## src/rtl/mem_arbiter.sv

```systemverilog
`default_nettype none
// ============================================================================
//  Module      : mem_arbiter
//  Description : Shares one single-port, fixed-latency memory between the
//                fetch stage (IF) and the load/store unit (LS). LS normally
//                wins; an IF anti-starvation counter forces IF to win after
//                STARVE_MAX consecutive LS wins over a pending IF request.
//  Ports       : clk_i/rst_i            clock, synchronous active-high reset
//                if_req_i/if_addr_i     fetch request and address
//                if_gnt_o/if_rvalid_o   fetch grant / read-data-valid pulse
//                if_rdata_o             fetched instruction
//                ls_req_i/ls_we_i       LSU request, 1 = store
//                ls_addr_i/ls_wdata_i   LSU address and store data
//                ls_bmask_i             LSU byte mask
//                ls_gnt_o/ls_rvalid_o   LSU grant / load-data or store-done
//                ls_rdata_o             load data (0 for stores)
//                mem_*                  memory macro strobe, controls, data
//                busy_o                 access in flight
//  Revision    : 1.0 - initial release
// ============================================================================
module mem_arbiter #(
    parameter int LAT        = 2,
    parameter int STARVE_MAX = 4
) (
    input  logic        clk_i,
    input  logic        rst_i,
    input  logic        if_req_i,
    input  logic [31:0] if_addr_i,
    output logic        if_gnt_o,
    output logic        if_rvalid_o,
    output logic [31:0] if_rdata_o,
    input  logic        ls_req_i,
    input  logic        ls_we_i,
    input  logic [31:0] ls_addr_i,
    input  logic [31:0] ls_wdata_i,
    input  logic [3:0]  ls_bmask_i,
    output logic        ls_gnt_o,
    output logic        ls_rvalid_o,
    output logic [31:0] ls_rdata_o,
    output logic        mem_en_o,
    output logic        mem_we_o,
    output logic [31:0] mem_addr_o,
    output logic [31:0] mem_wdata_o,
    output logic [3:0]  mem_bmask_o,
    input  logic [31:0] mem_rdata_i,
    output logic        busy_o
);

    localparam int LW = $clog2(LAT + 1);
    localparam int SW = $clog2(STARVE_MAX + 1);

    localparam logic [0:0] S_IDLE = 1'b0;
    localparam logic [0:0] S_BUSY = 1'b1;

    localparam logic OWN_IF = 1'b0;
    localparam logic OWN_LS = 1'b1;

    logic [0:0]    state_q, state_d;
    logic [LW-1:0] lat_cnt_q, lat_cnt_d;
    logic [SW-1:0] starve_cnt_q, starve_cnt_d;
    logic          owner_q, owner_d;
    logic          store_q, store_d;
    logic          if_rvalid_q, if_rvalid_d;
    logic          ls_rvalid_q, ls_rvalid_d;
    logic [31:0]   if_rdata_q, if_rdata_d;
    logic [31:0]   ls_rdata_q, ls_rdata_d;

    logic          idle;
    logic          starved;
    logic          if_win;
    logic          ls_win;
    logic          lat_done;
    logic [31:0]   cap_data;

    // Grants are suppressed during reset so a requester never sees a grant
    // for an access that the reset is about to discard.
    assign idle     = (state_q == S_IDLE) && !rst_i;
    assign starved  = (starve_cnt_q == SW'(STARVE_MAX));
    assign if_win   = idle && if_req_i && (!ls_req_i || starved);
    assign ls_win   = idle && ls_req_i && !if_win;
    assign lat_done = (state_q == S_BUSY) && (lat_cnt_q == LW'(LAT));
    // Stores share the load timing but return zero data.
    assign cap_data = store_q ? 32'h0 : mem_rdata_i;

    always_comb begin
        state_d      = state_q;
        lat_cnt_d    = lat_cnt_q;
        starve_cnt_d = starve_cnt_q;
        owner_d      = owner_q;
        store_d      = store_q;
        if_rvalid_d  = 1'b0;
        ls_rvalid_d  = 1'b0;
        if_rdata_d   = if_rdata_q;
        ls_rdata_d   = ls_rdata_q;

        if (if_win || ls_win) begin
            state_d   = S_BUSY;
            lat_cnt_d = LW'(1);
            owner_d   = ls_win ? OWN_LS : OWN_IF;
            store_d   = ls_win && ls_we_i;
            if (if_win) begin
                starve_cnt_d = '0;
            end else if (if_req_i && !starved) begin
                starve_cnt_d = starve_cnt_q + SW'(1);
            end
        end else if (state_q == S_BUSY) begin
            if (lat_done) begin
                state_d   = S_IDLE;
                lat_cnt_d = '0;
                if (owner_q == OWN_LS) begin
                    ls_rdata_d  = cap_data;
                    ls_rvalid_d = 1'b1;
                end else begin
                    if_rdata_d  = cap_data;
                    if_rvalid_d = 1'b1;
                end
            end else begin
                lat_cnt_d = lat_cnt_q + LW'(1);
            end
        end
    end

    always_ff @(posedge clk_i) begin
        if (rst_i) begin
            state_q      <= S_IDLE;
            lat_cnt_q    <= '0;
            starve_cnt_q <= '0;
            owner_q      <= OWN_IF;
            store_q      <= 1'b0;
            if_rvalid_q  <= 1'b0;
            ls_rvalid_q  <= 1'b0;
            if_rdata_q   <= 32'h0;
            ls_rdata_q   <= 32'h0;
        end else begin
            state_q      <= state_d;
            lat_cnt_q    <= lat_cnt_d;
            starve_cnt_q <= starve_cnt_d;
            owner_q      <= owner_d;
            store_q      <= store_d;
            if_rvalid_q  <= if_rvalid_d;
            ls_rvalid_q  <= ls_rvalid_d;
            if_rdata_q   <= if_rdata_d;
            ls_rdata_q   <= ls_rdata_d;
        end
    end

    // IF accesses are always full-word reads.
    assign if_gnt_o    = if_win;
    assign ls_gnt_o    = ls_win;
    assign mem_en_o    = if_win || ls_win;
    assign mem_we_o    = ls_win && ls_we_i;
    assign mem_addr_o  = ls_win ? ls_addr_i  : (if_win ? if_addr_i : 32'h0);
    assign mem_wdata_o = ls_win ? ls_wdata_i : 32'h0;
    assign mem_bmask_o = ls_win ? ls_bmask_i : (if_win ? 4'hF : 4'h0);

    assign if_rvalid_o = if_rvalid_q;
    assign ls_rvalid_o = ls_rvalid_q;
    assign if_rdata_o  = if_rdata_q;
    assign ls_rdata_o  = ls_rdata_q;
    assign busy_o      = (state_q == S_BUSY);

endmodule
`default_nettype wire
```

## config.mk

```make
export PLATFORM = sky130hd
export DESIGN_NAME = mem_arbiter
export DESIGN_NICKNAME = d
export VERILOG_FILES = /design/src/rtl/mem_arbiter.sv
export SDC_FILE = /design/constraint.sdc
export NUM_CORES = 1
export LEC_CHECK = 0
export CAP_MARGIN = 15
export CORE_AREA = 5 5 106 108
export DETAILED_ROUTE_END_ITERATION = 10
export DIE_AREA = 0 0 111 113
export GPL_ROUTABILITY_DRIVEN = 1
export PLACE_DENSITY = 0.84
export SLEW_MARGIN = 10
export SYNTH_ARGS = -nofsm -noshare
export SYNTH_HDL_FRONTEND = slang
export SYNTH_SLANG_ARGS = --single-unit
```

## constraint.sdc

```tcl
create_clock -name clk_i -period 4.3 [get_ports clk_i]
set_input_delay 1.29 -clock clk_i [delete_from_list [all_inputs] [get_ports clk_i]]
set_output_delay 1.29 -clock clk_i [all_outputs]
set_load 0.05 [all_outputs]
```

; Word-level counts from Yosys, hierarchy flattened
; Cells that the tools add are included.
[classes]
addsub = 2
n_eq_ne = 2
mux = 17
n_bitwise = 4
n_reduce_logical = 21
[ops]
columns = op, n
row1 = 2-to-1 mux 32 bit, 4
row2 = logical AND 1 bit, 8
row3 = 2-to-1 mux 1 bit, 8
row4 = 2-to-1 mux 4 bit, 2
row5 = AND reduction 4 bit, 2
row6 = 2-to-1 mux 3 bit, 2
row7 = logical NOT 1 bit, 4
row8 = inverter 1 bit, 4
row9 = nonzero test 2 bit, 2
row10 = OR reduction 4 bit, 1
row11 = adder 3 x 1 -> 3 bit (second input constant), 1
row12 = == test 3 bit (second input constant), 1
row13 = adder 2 x 1 -> 2 bit (second input constant), 1
row14 = == test 2 bit (second input constant), 1
row15 = logical OR 1 bit, 2
row16 = 2-to-1 mux 2 bit, 1
row17 = AND reduction 2 bit, 1
row18 = OR reduction 2 bit, 1
[totals]
register_bits = 74
output_inout_bits = 139
elab_cells = 56

; Logic depth before layout (Yosys ltp)
; Gate-level depths: netlist (run 1).
[depth]
depth_word = 9
mapped_depth = 7
ltp_nobuf = 6

; Worst setup path after synthesis (run 1)
; OpenSTA, ideal clock, no wires.
[synth_path]
path_kind = input -> output
start = input rst_i
end = output mem_en_o
arrival_time_ns = 2.529
path_slack_ns = 0.481
cell_stages = 2
n_path_buf = 1
cell_sequence = buf_2 -> nor3_1
[synth_via]
elab_chain_len = 7
elab_cells_between_ends = 8
classes_between = reduce/logical (8)
[synth_rtl]
columns = element, line
row1 = start: declaration, 26  ; input logic rst_i,
row2 = logical NOT 1 bit *, 77  ; assign idle = (state_q == S_IDLE) && !rst_i;
row3 = logical AND 1 bit *, 77
row4 = logical AND 1 bit (2 in a row), 79  ; assign if_win = idle && if_req_i && (!ls_req_i || starved);
row5 = logical NOT 1 bit, 80  ; assign ls_win = idle && ls_req_i && !if_win;
row6 = logical AND 1 bit, 80
row7 = logical OR 1 bit *, 150  ; assign mem_en_o = if_win || ls_win;
row8 = end: declaration, 40  ; output logic mem_en_o,
; Every way passes the cells marked *; elsewhere a longest branch is shown, timed or not.

; Worst setup path in the final report (run 1)
[layout_path]
start = input ls_req_i
end = output mem_we_o
[layout_via]
elab_chain_len = 6
elab_cells_between_ends = 7
classes_between = reduce/logical (7)
[layout_rtl]
columns = element, line
row1 = start: declaration, 32  ; input logic ls_req_i,
row2 = logical NOT 1 bit, 79
row3 = logical OR 1 bit, 79
row4 = logical AND 1 bit, 79
row5 = logical NOT 1 bit, 80
row6 = logical AND 1 bit *, 80
row7 = logical AND 1 bit *, 151  ; assign mem_we_o = ls_win && ls_we_i;
row8 = end: declaration, 41  ; output logic mem_we_o,
; Marked as above.

==> flow_summary.json, run 1 <==
{
  "async_reset_ff_frac": 0,
  "synthAdderAreaFrac": 0.00707,
  "synth_top_area_cell": "dfxtp_1",
  "placementRows": 37,
  "syn_area_um2": 3540,
  "cts_tree": "done",
  "end_kind": "output pin",
  "tns_ps": 0,
  "cts_resized": 0,
  "drtAntennaViolNets": 0,
  "yosys_warnings": 0,
  "status": "complete, no violations",
  "slew_viol_final": 0,
  "relSlewSlack": 0.381,
  "grt_pass1_vias": 4249,
  "fin_worst_skew_ps": 12.3,
  "antenna-diode-count": 0,
  "yosysMostFrequentCell": "nand2_1",
  "port_buffers": 275,
  "fp.dieH_um": 113,
  "synth-compound-area-share": 0.198,
  "synthXorXnorAreaFrac": 0.00248,
  "avgViaCountPerCell": 5.00,
  "period_minus_slack_ps": 4150,
  "synth_top_family_by_area": "simple AND/OR/NAND/NOR gates",
  "drc": 0,
  "cp.arrival_ps": 2860,
  "cp_data_required_time_ps": 3010,
  "core_um2": 10100,
  "grt_max_degree": 71,
  "gp_congestion": 0.949,
  "synth-simple-area-share": 0.300,
  "hold_path.class": "reg -> reg",
  "wirelength_um": 16400,
  "start_kind": "input pin",
  "cts_max_level": 3,
  "clock_latency_ps": 330,
  "synth_edf_count": 0,
  "cts_setup_buffers": 0,
  "area_delta_synth_final_pct": 105,
  "yosys_register_bits": 74,
  "cts.sinks": 74,
  "dieArea_um2": 12500,
  "syn_inst": 452,
  "muxShareOfSynthArea": 0,
  "drv_cap": 0,
  "fin_nets": 845,
  "yosysUniqueCellTypes": 32,
  "pre_cts_ws_ps": 170,
  "post_synth.cell_area_avg_um2": 7.83,
  "ys.flop_type": "dfxtp_1",
  "multiInputGateArea_um2": 1810,
  "initial_utilization": 0.349,
  "worstMarginPinSlew_ps": 928,
  "seq_area_frac_synth": 0.419,
  "regArea_um2": 1480,
  "powerDensity_nw_per_um2": 238,
  "vias": 4239,
  "vdd_drop_max_v": 0.000143,
  "setup_violations": 0,
  "rsz0062_at_grt": "no",
  "wl_per_cell_um": 19.3,
  "fin_ws_ps": 152,
  "power_leakage_nw": 2.78,
  "grt-ovfl-total": 0,
  "final_hold_viol_count": 0,
  "syn-num-nets": 591,
  "synth_top_area_share": 0.419,
  "initialDrtViolationCount": 181,
  "fillers": 725,
  "max_freq_mhz": 241,
  "synth_common_cells": "132 x nand2_1, 74 x dfxtp_1, 68 x a21oi_1",
  "min_period_over_period": 0.965,
  "cts_buffers": 9,
  "grt_use_total": 0.246,
  "clockBufferDepth": 2,
  "grt_antenna_before_repair": 0,
  "ios": 276,
  "critPathKind": "in -> out",
  "cts-root-buf": "clkbuf_8",
  "dp_hpwl_um": 13100,
  "clk_pin_slew_ps": 80,
  "grt_pass1_wl_um": 24000,
  "final_layout_size_suffix_gt1_frac": 0.148,
  "dieWidth_um": 111,
  "hold_buffers": 0,
  "yosys-top-cells-area": "dfxtp_1 42%, nand2_1 14%, a21oi_1 9.6%",
  "first_pass_iters": 5,
  "crit_fanout": 37
}
==> per-stage QoR <==
step                power, mW  hold WS, ps  utilization  instance area [um2]  cells
global route             1.79          469        0.717                 7270    847
CTS                      1.74          457        0.712                 7220    845
detailed placement       1.22          446        0.693                 7030    829
floorplan               0.924          453            -                 3540    452
finish                   1.73          456        0.717                 7270    847
global placement         1.21          442        0.693                 7030    829
==> cells in the final DEF, fill, tap and decap left out, types with 2 or more instances in the layout <==
cell type        netlist  layout
a21o_1                 5       5
a21oi_1               68      68
a22o_1                32      32
and3_1                33      33
buf_12                 0      74
buf_4                  8       6
clkbuf_8               0       9
clkdlybuf4s50_1        0     202
clkinv_4               0       2
clkinvlp_4             0       2
dfxtp_1               74      74
ha_1                   2       2
inv_1                  3       3
nand2_1              132     132
nand2b_1               2       2
nand3b_1               3       3
nand4b_1               2       2
nor2_1                 4       4
nor2b_1               32      32
nor3_1                 5       5
==> final cells by class <==
cell class,count,share of cell area
Sequential cell,74,0.204
Clock buffer,10,0.0176
Tap cell,136,0.0234
Multi-Input combinational cell,332,0.249
Inverter,4,0.00207
Clock inverter,6,0.00930
Timing Repair Buffer,285,0.495
==> registers in the layout, indices dropped and copies added (netlist names) <==
| name | count |
|---|---|
| if_rvalid_o | 1 |
| starve_cnt_q | 3 |
| owner_q | 1 |
| ls_rdata_o | 32 |
| ls_rvalid_o | 1 |
| lat_cnt_q | 2 |
| store_q | 1 |
| busy_o | 1 |
| if_rdata_o | 32 |
==> metal layers <==
| metal | vias to the layer above | part of all wire | track usage |
|---|---|---|---|
| li1 | 2035 | - | - |
| met1 | 1963 | 0.35 | 0.257 |
| met2 | 203 | 0.53 | 0.457 |
| met3 | 38 | 0.061 | 0.0615 |
| met4 | 0 | 0.051 | 0.122 |
| met5 | - | 0 | 0 |
==> critical path, cell delays in order <==
cell and delay, ps:
clkdlybuf4s50_1 560, nor3b_2 220, buf_4 320, and3_1 290, buf_12 160
==> path summary, 6_finish.rpt <==
check,from,endpoint,slack (ps),cells past startpoint
max,ls_req_i,mem_we_o,150,5
min reg2reg,ls_rdata_o[12]$_SDFFE_PP0P_,ls_rdata_o[12]$_SDFFE_PP0P_,460,2
max reg2reg,busy_o$_SDFF_PP0_,if_rdata_o[9]$_SDFFE_PP0P_,2220,3
min,ls_rdata_o[12]$_SDFFE_PP0P_,ls_rdata_o[12]$_SDFFE_PP0P_,460,2
==> power breakdown <==
group | internal [mW] | total, mW | switching (mW)
combinational | 0.264 | 0.502 | 0.238
clock | 0.269 | 0.527 | 0.258
sequential | 0.692 | 0.702 | 0.00962
total | 1.23 | 1.73 | 0.505
==> kinds of logic (layout without fill, tap and decap cells) <==
| group | after synthesis | count (layout) |
|---|---|---|
| and+or+nand+nor | 219 | 219 |
| AOI/OAI and AO/OA | 110 | 110 |
| DFF | 74 | 74 |
| buffers and inverters | 46 | 305 |
| adders and majority gates | 2 | 2 |
| xor gates and xnor gates | 1 | 1 |
No activity file was read; power rests on OpenSTA's default activity.
==> run 2, diff against run 1 <==
--- a/config.mk
+++ b/config.mk
@@ -6,11 +6,13 @@
 export NUM_CORES = 1
 export LEC_CHECK = 0
 export CAP_MARGIN = 15
-export CORE_AREA = 5 5 106 108
+export CELL_PAD_IN_SITES_DETAIL_PLACEMENT = 0
+export CELL_PAD_IN_SITES_GLOBAL_PLACEMENT = 2
+export CORE_AREA = 5 5 147 149
 export DETAILED_ROUTE_END_ITERATION = 10
-export DIE_AREA = 0 0 111 113
+export DIE_AREA = 0 0 152 154
 export GPL_ROUTABILITY_DRIVEN = 1
-export PLACE_DENSITY = 0.84
+export PLACE_DENSITY_LB_ADDON = 0.1
 export SLEW_MARGIN = 10
 export SYNTH_ARGS = -nofsm -noshare
 export SYNTH_HDL_FRONTEND = slang
==> run 2 against run 1 <==
Maximum frequency up 0.20%. Highest routed layer is now met5. Count of clock-buffer cells in the layout down 1. First-iteration DRC count down 32%. Largest cell class unchanged. Largest power group is now clock. Core utilization down 34 points. Critical path depth up 1. Die area up 87%. Wire length up 5.1%. Worst hold slack worse by 1.2 ps. Register-to-register slack worse by 60 ps. Worst setup slack better by 8.4 ps.
==> flow_summary.json, run 2 (synthesis gave the netlist of run 1 again) <==
{
  "clock_latency_ps": 340,
  "cts_buffers": 9,
  "port_buffers": 275,
  "drv_cap": 0,
  "grt-ovfl-total": 0,
  "critPathKind": "in -> out",
  "crit_fanout": 38,
  "p_clk_frac": 0.395,
  "final_hold_viol_count": 0,
  "final_layout_size_suffix_gt1_frac": 0.151,
  "start_kind": "input pin",
  "initial_utilization": 0.177,
  "r2r_cells": 4,
  "ios": 276,
  "grt_use_total": 0.142,
  "final_cell_mix": "201 x clkdlybuf4s50_1, 132 x nand2_1, 74 x buf_12, 73 x dfxtp_1, 68 x a21oi_1",
  "dieArea_um2": 23400,
  "slew_viol_final": 0,
  "cp.arrival_ps": 2850,
  "cp_data_required_time_ps": 3010,
  "fin_area_um2": 7510,
  "tns_ps": 0,
  "setup_violations": 0,
  "min_to": "if_rdata_o[27]$_SDFFE_PP0P_",
  "slowest_delay_ps": 490,
  "end_kind": "output pin",
  "worstMarginPinSlew_ps": 807,
  "seqPwrFrac": 0.358,
  "place_inst": 963,
  "p_total_mw": 1.97,
  "rsz0062_at_grt": "yes",
  "dp_hpwl_um": 13500,
  "rr_endpoint": "ls_rdata_o[14]$_SDFFE_PP0P_",
  "avgViaCountPerCell": 4.17,
  "hp-start": "if_rdata_o[27]$_SDFFE_PP0P_",
  "cts-root-buf": "clkbuf_16",
  "first_pass_iters": 4,
  "drtAntennaViolNets": 0,
  "p_sw_mw": 0.561,
  "final_common_cell": "clkdlybuf4s50_1",
  "hold_path.class": "reg -> reg",
  "fin_nets": 843,
  "place_area_um2": 7200,
  "clk_pin_slew_ps": 60,
  "placementRows": 52,
  "hold_buffers": 0,
  "power_frac_comb": 0.247,
  "fin_worst_skew_ps": 9.86,
  "cts_tree": "done",
  "wl_per_cell_um": 17.6,
  "p_int_mw": 1.41,
  "slowest_stage": "clkdlybuf4s50_1",
  "gp_congestion": 0.746,
  "core_um2": 20000,
  "grt_pass1_wl_um": 26000,
  "crit_chain": "clkdlybuf4s50_1 -> a21boi_2 -> nor3_4 -> buf_12 -> a22o_1 -> buf_12",
  "switching_share": 0.284,
  "cts_max_level": 3,
  "status": "complete, no violations",
  "crit_family": "buffers and inverters",
  "grt_pass1_vias": 4379,
  "cts.sinks": 74,
  "wirelength_um": 17200,
  "initialDrtViolationCount": 123,
  "fp.dieH_um": 154,
  "min_period_over_period": 0.963,
  "hold_depth": 2,
  "vdd_drop_max_v": 0.000147,
  "period_minus_slack_ps": 4140,
  "holdWs_ps": 455,
  "power_leakage_nw": 2.82,
  "grt_max_degree": 43,
  "cp_common_cell": "buf_12",
  "dieWidth_um": 152,
  "max_freq_mhz": 242,
  "grt_antenna_before_repair": 4,
  "vias": 4083,
  "clockBufferDepth": 2,
  "fillers": 2112,
  "drc": 0,
  "worstReg2RegStart": "busy_o$_SDFF_PP0_",
  "powerDensity_nw_per_um2": 263,
  "relSlewSlack": 0.462,
  "rrSetupSlack_ps": 2160,
  "path_buf_inv": 3,
  "finalNonFillerCells": 980,
  "area_delta_synth_final_pct": 112
}
==> run 2: power by group through the flow <==
stage / clock [mW] / sequential (mW) / combinational [mW]
6_report: 0.781 / 0.707 / 0.488
5_1_grt: 0.841 / 0.708 / 0.512
4_1_cts: 0.814 / 0.707 / 0.493
3_5_place_dp: 0 / 0.723 / 0.491
3_3_place_gp: 0 / 0.723 / 0.492
2_1_floorplan: 0 / 0.729 / 0.195
==> run 2: timing repair <==
item	CTS	global route
setup endpoints to repair	0	33
setup buffers	0	0
gates resized for setup	0	1
==> run 2: per-stage QoR <==
step / setup WS [ps] / utilization
2_1_floorplan: 481 / -
3_3_place_gp: 155 / 0.359
3_5_place_dp: 83.6 / 0.359
4_1_cts: 77.2 / 0.375
5_1_grt: -1.62 / 0.375
6_report: 160 / 0.375
==> run 2: worst max path at each step <==
stage / startpoint / to / slack [ps] / depth (start not counted)
floorplan: rst_i / mem_en_o / 480 / 2
global placement: if_req_i / mem_addr_o[31] / 150 / 6
detailed placement: if_req_i / mem_addr_o[20] / 80 / 6
CTS: if_req_i / mem_addr_o[10] / 80 / 6
global route: ls_req_i / mem_we_o / -2 / 5
finish: ls_req_i / mem_addr_o[30] / 160 / 6
==> run 2: worst reg2reg max path: cells and delay by family (launching register included) <==
| family | cells | cell delay, ps |
|---|---|---|
| AOI/OAI and AO/OA | 1 | 60 |
| buffers and inverters | 1 | 490 |
| and+or+nand+nor | 2 | 820 |
| DFF | 1 | 640 |
==> run 2: area by class of cell <==
type	count	area (um2)	share of cell area
antenna	1	2.50	0.000333
clock buffer	9	225	0.0300
clock inverter	7	83.8	0.0112
inverter	4	15.0	0.00200
multi-input combinational	332	1810	0.241
sequential	74	1480	0.197
tap	270	338	0.0450
timing repair buffer	283	3560	0.473
==> run 2: per-layer routing <==
layer	GRT usage	wire length, um	up-vias
li1	-	-	2030
met1	0.144	6170	1854
met2	0.247	8650	167
met3	0.0798	1930	26
met4	0.0484	415	6
met5	0	41	-
